--- src/rtl/muldiv_pkg.sv ---
// Shared funct codes, FSM state type and HI/LO-class decode for the multiply/divide unit.
// Honours MULDIV_DIV_EN: without it DIV/DIVU are not HI/LO-class and are ignored.
package muldiv_pkg;

  localparam logic [5:0] F_MFHI  = 6'h10;
  localparam logic [5:0] F_MTHI  = 6'h11;
  localparam logic [5:0] F_MFLO  = 6'h12;
  localparam logic [5:0] F_MTLO  = 6'h13;
  localparam logic [5:0] F_MULT  = 6'h18;
  localparam logic [5:0] F_MULTU = 6'h19;
  localparam logic [5:0] F_DIV   = 6'h1A;
  localparam logic [5:0] F_DIVU  = 6'h1B;

  typedef enum logic [1:0] {IDLE, MUL, DIV, FIX} state_t;

  function automatic logic is_hilo(input logic [5:0] code);
    case (code)
      F_MFHI, F_MTHI, F_MFLO, F_MTLO, F_MULT, F_MULTU: is_hilo = 1'b1;
`ifdef MULDIV_DIV_EN
      F_DIV, F_DIVU: is_hilo = 1'b1;
`endif
      default: is_hilo = 1'b0;
    endcase
  endfunction

endpackage

--- src/rtl/muldiv_shift_core.sv ---
// Radix-2 iteration engine: shift-add multiply and restoring divide on a 2*WIDTH pair.
// The divide path and its subtractor exist only when MULDIV_DIV_EN is defined.
module muldiv_shift_core #(
  parameter int WIDTH = 32
) (
  input  logic             clk,
  input  logic             rst,
  input  logic             load,
  input  logic             step,
`ifdef MULDIV_DIV_EN
  input  logic             div_mode,
`endif
  input  logic [WIDTH-1:0] mag_a,
  input  logic [WIDTH-1:0] mag_b,
  output logic [WIDTH-1:0] acc_hi,
  output logic [WIDTH-1:0] acc_lo,
  output logic             last
);

  localparam int CW = $clog2(WIDTH);

  logic [WIDTH-1:0] operand;
  logic [CW-1:0]    count;
  logic [WIDTH:0]   sum;
  logic [WIDTH-1:0] next_hi;
  logic [WIDTH-1:0] next_lo;
`ifdef MULDIV_DIV_EN
  logic [WIDTH:0]   shifted;
  logic [WIDTH:0]   trial;
`endif

  assign last = (count == CW'(WIDTH - 1));

  // Multiply: acc_lo holds the multiplier and shifts out as the product shifts in.
  always_comb begin
    sum     = {1'b0, acc_hi} + (acc_lo[0] ? {1'b0, operand} : '0);
    next_hi = sum[WIDTH:1];
    next_lo = {sum[0], acc_lo[WIDTH-1:1]};
`ifdef MULDIV_DIV_EN
    shifted = {acc_hi, acc_lo[WIDTH-1]};
    trial   = shifted - {1'b0, operand};
    if (div_mode) begin
      if (trial[WIDTH]) begin
        next_hi = shifted[WIDTH-1:0];
        next_lo = {acc_lo[WIDTH-2:0], 1'b0};
      end else begin
        next_hi = trial[WIDTH-1:0];
        next_lo = {acc_lo[WIDTH-2:0], 1'b1};
      end
    end
`endif
  end

  always_ff @(posedge clk) begin
    if (rst) begin
      acc_hi  <= '0;
      acc_lo  <= '0;
      operand <= '0;
      count   <= '0;
    end else if (load) begin
      acc_hi <= '0;
      count  <= '0;
`ifdef MULDIV_DIV_EN
      acc_lo  <= div_mode ? mag_a : mag_b;
      operand <= div_mode ? mag_b : mag_a;
`else
      acc_lo  <= mag_b;
      operand <= mag_a;
`endif
    end else if (step) begin
      acc_hi <= next_hi;
      acc_lo <= next_lo;
      count  <= count + CW'(1);
    end
  end

endmodule

--- src/rtl/muldiv_hilo_unit.sv ---
// MIPS HI/LO multiply/divide unit: FSM, sign handling and architectural HI/LO registers.
// Define MULDIV_DIV_EN to build DIV/DIVU support and the div_by_zero pulse.
module muldiv_hilo_unit
  import muldiv_pkg::*;
#(
  parameter int WIDTH = 32
) (
  input  logic             clk,
  input  logic             rst,
  input  logic             start,
  input  logic [5:0]       funct,
  input  logic [WIDTH-1:0] rs_val,
  input  logic [WIDTH-1:0] rt_val,
  output logic             busy,
  output logic             stall,
  output logic [WIDTH-1:0] rd_val,
  output logic [WIDTH-1:0] hi,
  output logic [WIDTH-1:0] lo,
  output logic             done,
  output logic             div_by_zero
);

  state_t state, next_state;

  logic core_load, core_step, core_last, commit, write_hi, write_lo, div_zero;
  logic signed_op, sign_a, sign_b, neg_res;
  logic [WIDTH-1:0]   mag_a, mag_b, acc_hi, acc_lo;
  logic [2*WIDTH-1:0] product;
`ifdef MULDIV_DIV_EN
  logic is_div, div_op, neg_rem, core_div;

  assign is_div   = (funct == F_DIV) || (funct == F_DIVU);
  assign core_div = (state == IDLE) ? is_div : div_op;
  assign signed_op = (funct == F_MULT) || (funct == F_DIV);
`else
  assign signed_op = (funct == F_MULT);
  assign div_by_zero = 1'b0;
`endif

  assign sign_a  = signed_op & rs_val[WIDTH-1];
  assign sign_b  = signed_op & rt_val[WIDTH-1];
  assign mag_a   = sign_a ? -rs_val : rs_val;
  assign mag_b   = sign_b ? -rt_val : rt_val;
  assign product = neg_res ? -{acc_hi, acc_lo} : {acc_hi, acc_lo};

  assign busy   = (state != IDLE);
  assign stall  = start & busy & is_hilo(funct);
  assign rd_val = (funct == F_MFHI) ? hi : (funct == F_MFLO) ? lo : '0;

  muldiv_shift_core #(.WIDTH(WIDTH)) u_core (
    .clk    (clk),
    .rst    (rst),
    .load   (core_load),
    .step   (core_step),
`ifdef MULDIV_DIV_EN
    .div_mode (core_div),
`endif
    .mag_a  (mag_a),
    .mag_b  (mag_b),
    .acc_hi (acc_hi),
    .acc_lo (acc_lo),
    .last   (core_last)
  );

  always_ff @(posedge clk) begin
    if (rst) state <= IDLE;
    else     state <= next_state;
  end

  always_comb begin
    next_state = state;
    core_load  = 1'b0;
    core_step  = 1'b0;
    commit     = 1'b0;
    write_hi   = 1'b0;
    write_lo   = 1'b0;
    div_zero   = 1'b0;
    case (state)
      IDLE: begin
        if (start) begin
          case (funct)
            F_MULT, F_MULTU: begin
              next_state = MUL;
              core_load  = 1'b1;
            end
`ifdef MULDIV_DIV_EN
            F_DIV, F_DIVU: begin
              if (rt_val == '0) begin
                div_zero = 1'b1;
              end else begin
                next_state = DIV;
                core_load  = 1'b1;
              end
            end
`endif
            F_MTHI:  write_hi = 1'b1;
            F_MTLO:  write_lo = 1'b1;
            default: ;
          endcase
        end
      end
      MUL: begin
        core_step = 1'b1;
        if (core_last) next_state = FIX;
      end
`ifdef MULDIV_DIV_EN
      DIV: begin
        core_step = 1'b1;
        if (core_last) next_state = FIX;
      end
`endif
      FIX: begin
        commit     = 1'b1;
        next_state = IDLE;
      end
      default: next_state = IDLE;
    endcase
  end

  // Sign flags are latched with the operands; the core only ever sees magnitudes.
  always_ff @(posedge clk) begin
    if (rst) begin
      hi      <= '0;
      lo      <= '0;
      done    <= 1'b0;
      neg_res <= 1'b0;
`ifdef MULDIV_DIV_EN
      div_by_zero <= 1'b0;
      div_op      <= 1'b0;
      neg_rem     <= 1'b0;
`endif
    end else begin
      done <= commit | div_zero;
`ifdef MULDIV_DIV_EN
      div_by_zero <= div_zero;
`endif
      if (core_load) begin
        neg_res <= sign_a ^ sign_b;
`ifdef MULDIV_DIV_EN
        neg_rem <= sign_a;
        div_op  <= is_div;
`endif
      end
      if (write_hi) hi <= rs_val;
      if (write_lo) lo <= rs_val;
      if (commit) begin
`ifdef MULDIV_DIV_EN
        if (div_op) begin
          lo <= neg_res ? -acc_lo : acc_lo;
          hi <= neg_rem ? -acc_hi : acc_hi;
        end else begin
          hi <= product[2*WIDTH-1:WIDTH];
          lo <= product[WIDTH-1:0];
        end
`else
        hi <= product[2*WIDTH-1:WIDTH];
        lo <= product[WIDTH-1:0];
`endif
      end
    end
  end

endmodule

--- config.mk ---
export PLATFORM = sky130hd
export DESIGN_NAME = muldiv_hilo_unit
export DESIGN_NICKNAME = d
export VERILOG_FILES = /design/src/rtl/muldiv_pkg.sv /design/src/rtl/muldiv_shift_core.sv /design/src/rtl/muldiv_hilo_unit.sv
export SDC_FILE = /design/constraint.sdc
export NUM_CORES = 1
export LEC_CHECK = 0
export CAP_MARGIN = 15
export CORE_UTILIZATION = 57
export CTS_BUF_LIST = sky130_fd_sc_hd__clkbuf_4
export CTS_CLUSTER_SIZE = 25
export DETAILED_ROUTE_END_ITERATION = 10
export PLACE_DENSITY = 0.83
export SLEW_MARGIN = 5
export SYNTH_ARGS = -nofsm -noshare
export SYNTH_HDL_FRONTEND = slang
export SYNTH_HIERARCHICAL = 1
export SYNTH_SLANG_ARGS = --single-unit
--- constraint.sdc ---
create_clock -name clk -period 3.4 [get_ports clk]
set_input_delay 0.34 -clock clk [delete_from_list [all_inputs] [get_ports clk]]
set_output_delay 0.34 -clock clk [all_outputs]
set_load 0.005 [all_outputs]
==> flow_summary.toml <==
[outcome]
outcome = "complete, no violations"

[layout]
nets = 1765
area_growth_pct = 19.5
final_layout_size_suffix_gt1_share_pct = 7.62

[sta]
post-route-min-period_ps = 3030
rsz0062_at_grt = "no"
final_max_slew_viol_count = 0
period_share_pct = 89.1
max_freq_ghz = 0.330
setup_tns_ps = 0
setup_viol = 0
max-slew-margin-rel_pct = 29.9
worstMarginPinSlew_ps = 1050
hold_viol = 0
fin_worst_skew_ps = 17.1

[routing]
drt_iter0_markers = 1332
drt_wl_total_um = 40700
drt_pass1_iterations = 7
vias_per_cell = 6.50
ant_nets = 0
drc = 0
vias = 12600
wl_per_cell_um = 21.0

[clock_tree]
clkSinkCount = 169
cts_setup_buffers = 0
clock_latency_ps = 600
numCtsBuffers = 17
cts.htree.levels = 4
cts.clk_slew.worst_paths_ps = 160
cts_buffer_depth = 2
clock-root-buffer = "clkbuf_4"
tritoncts = "built"

[critical_path]
crit_type = "reg2reg"
critPathLaunchType = "flop"
required_ps = 3880
end_kind = "flop"
cp_max_fo = 10
arrival_ps = 3510

[logic_synthesis]
yosys_most_used_dff = "dfxtp_1"
synth_nets = 1622
ys_ff_latch = 169
ys_warn_count = 6
yosys-top-cells-area = "dfxtp_1, mux2i_1, nor2_1"
avgSynthCellArea_um2 = 7.96
syn_inst = 1511
synth_edf_count = 0
async_flop_share_pct = 0
yosysSeqAreaShare_pct = 28.1
syn-cell-area_um2 = 12000
synth_top_area_share_pct = 28.1
synth.distinct_cells = 89
yosysTopAreaCell = "dfxtp_1"

[place]
portBuffers = 171
place_hpwl_um = 31000
gp_congestion = 0.993

[die]
core_um2 = 20400
die_x_um = 147
num_rows = 52
die-area_um2 = 21700
die_y_um = 147
initial_core_util_pct = 58.9
io_pins = 173

[global_route]
grt_pass1_vias = 11700
grt_max_degree = 99
grtUsageTotal_pct = 37.1
antenna_found_initial = 1
grt_pass1_wl_um = 63300
overflow = 0

[power]
p_leak_nw = 5.40
ir_worst_vdd_mv = 0.188
power_mw = 3.74
p_per_area_nw_per_um2 = 260

[run]
cap_viol_max_count = 0

[hold_path]
hold_path_class = "in2reg"
## path summary, 6_finish.rpt
path	from	to	slack [ps]	cells past startpoint
max reg2reg	u_core/acc_hi[4]$_SDFFE_PP0P_	hi[27]$_SDFFE_PP0P_	370	6
min	rst	u_core/operand[31]$_SDFFE_PP0P_	200	2
min reg2reg	lo[7]$_SDFFE_PP0P_	lo[7]$_SDFFE_PP0P_	480	2
max	u_core/acc_hi[4]$_SDFFE_PP0P_	hi[27]$_SDFFE_PP0P_	370	6
## cells in the final DEF, fill, tap and decap left out, types with 31 or more instances in the layout
cell type	synthesis	routed
dfxtp_1	169	167
nand2_1	121	121
ha_1	37	37
xnor2_1	69	69
and2_1	42	42
a22o_1	32	32
a21oi_1	110	110
xor2_1	61	61
nor2_1	194	194
nor3_1	32	31
buf_4	8	50
o21ai_0	62	62
o31ai_1	34	34
mux2i_1	85	85
clkdlybuf4s50_1	0	170
## power breakdown
part           internal [mW]  total (mW)  leakage [nW]  switching [mW]
clock                  0.469        1.30         0.162           0.831
sequential              1.99        2.01          1.36          0.0137
combinational          0.183       0.436          3.88           0.254
total                   2.64        3.74          5.40            1.10
## worst max-delay path, cell delays in order, from the launching register on
cell,delay (ps)
dfxtp_1,400
nor3_1,750
nand3_1,140
or4_1,770
o21ai_0,320
xor2_1,120
a2111oi_0,420
## cell usage after synthesis, types with 6 or more instances
library cell	count
nand4_1	15
or3_1	15
o211ai_1	7
buf_4	8
nand2b_1	8
buf_2	6
a31oi_1	11
nand3_1	27
inv_1	24
o41ai_1	15
a22oi_1	26
o21ai_0	62
a211oi_1	14
buf_1	13
nor4_1	21
a21o_1	9
a22o_1	32
xor2_1	61
o31ai_1	34
nand2_1	121
and3_1	16
or4_1	13
xnor2_1	69
nor3_1	32
o22ai_1	20
and2_1	42
ha_1	37
mux2i_1	85
a221oi_1	10
a21oi_1	110
clkbuf_1	66
dfxtp_1	169
a222oi_1	6
nor2_1	194
## layer usage
layer,global-route usage [%],share of wire [%]
met1,44.3,38
met5,0,0
met4,20.5,6.1
met3,7.83,9.4
met2,62.1,47
## logic make-up (layout without fill, tap and decap cells)
logic type | after synthesis | count (layout) | share of synthesized area [%]
other | 1 | 2 | 0.0312
buffers and inverters | 122 | 278 | 4.43
muxes | 88 | 88 | 7.35
xor gates and xnor gates | 131 | 131 | 9.60
and+or+nand+nor | 548 | 548 | 22.7
adders and majority gates | 38 | 38 | 4.01
DFF | 169 | 169 | 28.1
AOI/OAI and AO/OA | 414 | 414 | 23.8
## registers in the layout, summed over array words and instances (netlist names)
signal,flops
u_core/count,5
neg_res,1
u_core/operand,32
lo,32
done,1
state,2
u_core/acc_lo,32
hi,32
u_core/acc_hi,32
## layout make-up
| cell class | instances | area, µm² |
|---|---|---|
| timing repair buffer | 222 | 2120 |
| sequential | 169 | 3390 |
| tap | 270 | 338 |
| inverter | 24 | 90.1 |
| multi-input combinational | 1220 | 8140 |
| clock inverter | 15 | 178 |
| clock buffer | 17 | 128 |
| antenna | 1 | 2.50 |
| fill | 1690 | 6050 |
## per-stage QoR
| step | utilization [%] | hold WS (ps) | worst slack (ps) | instances | cell area (µm²) |
|---|---|---|---|---|---|
| after floorplan | - | 452 | 643 | 1511 | 12000 |
| after global placement | 68.9 | 459 | 287 | 1905 | 14100 |
| after detailed placement | 68.9 | 466 | 173 | 1905 | 14100 |
| after CTS | 70.4 | 164 | 272 | 1937 | 14400 |
| after global routing | 70.4 | 184 | 154 | 1938 | 14400 |
| final | 70.4 | 197 | 372 | 1938 | 14400 |
## what timing repair did
item                                    4_1_cts  5_1_grt
endpoints found under the setup margin        0        1
hold buffers                                  0        0
resized for setup                             0        1
endpoints found under the hold margin         0        0
Note: power is estimated with default switching activity, not from simulation.
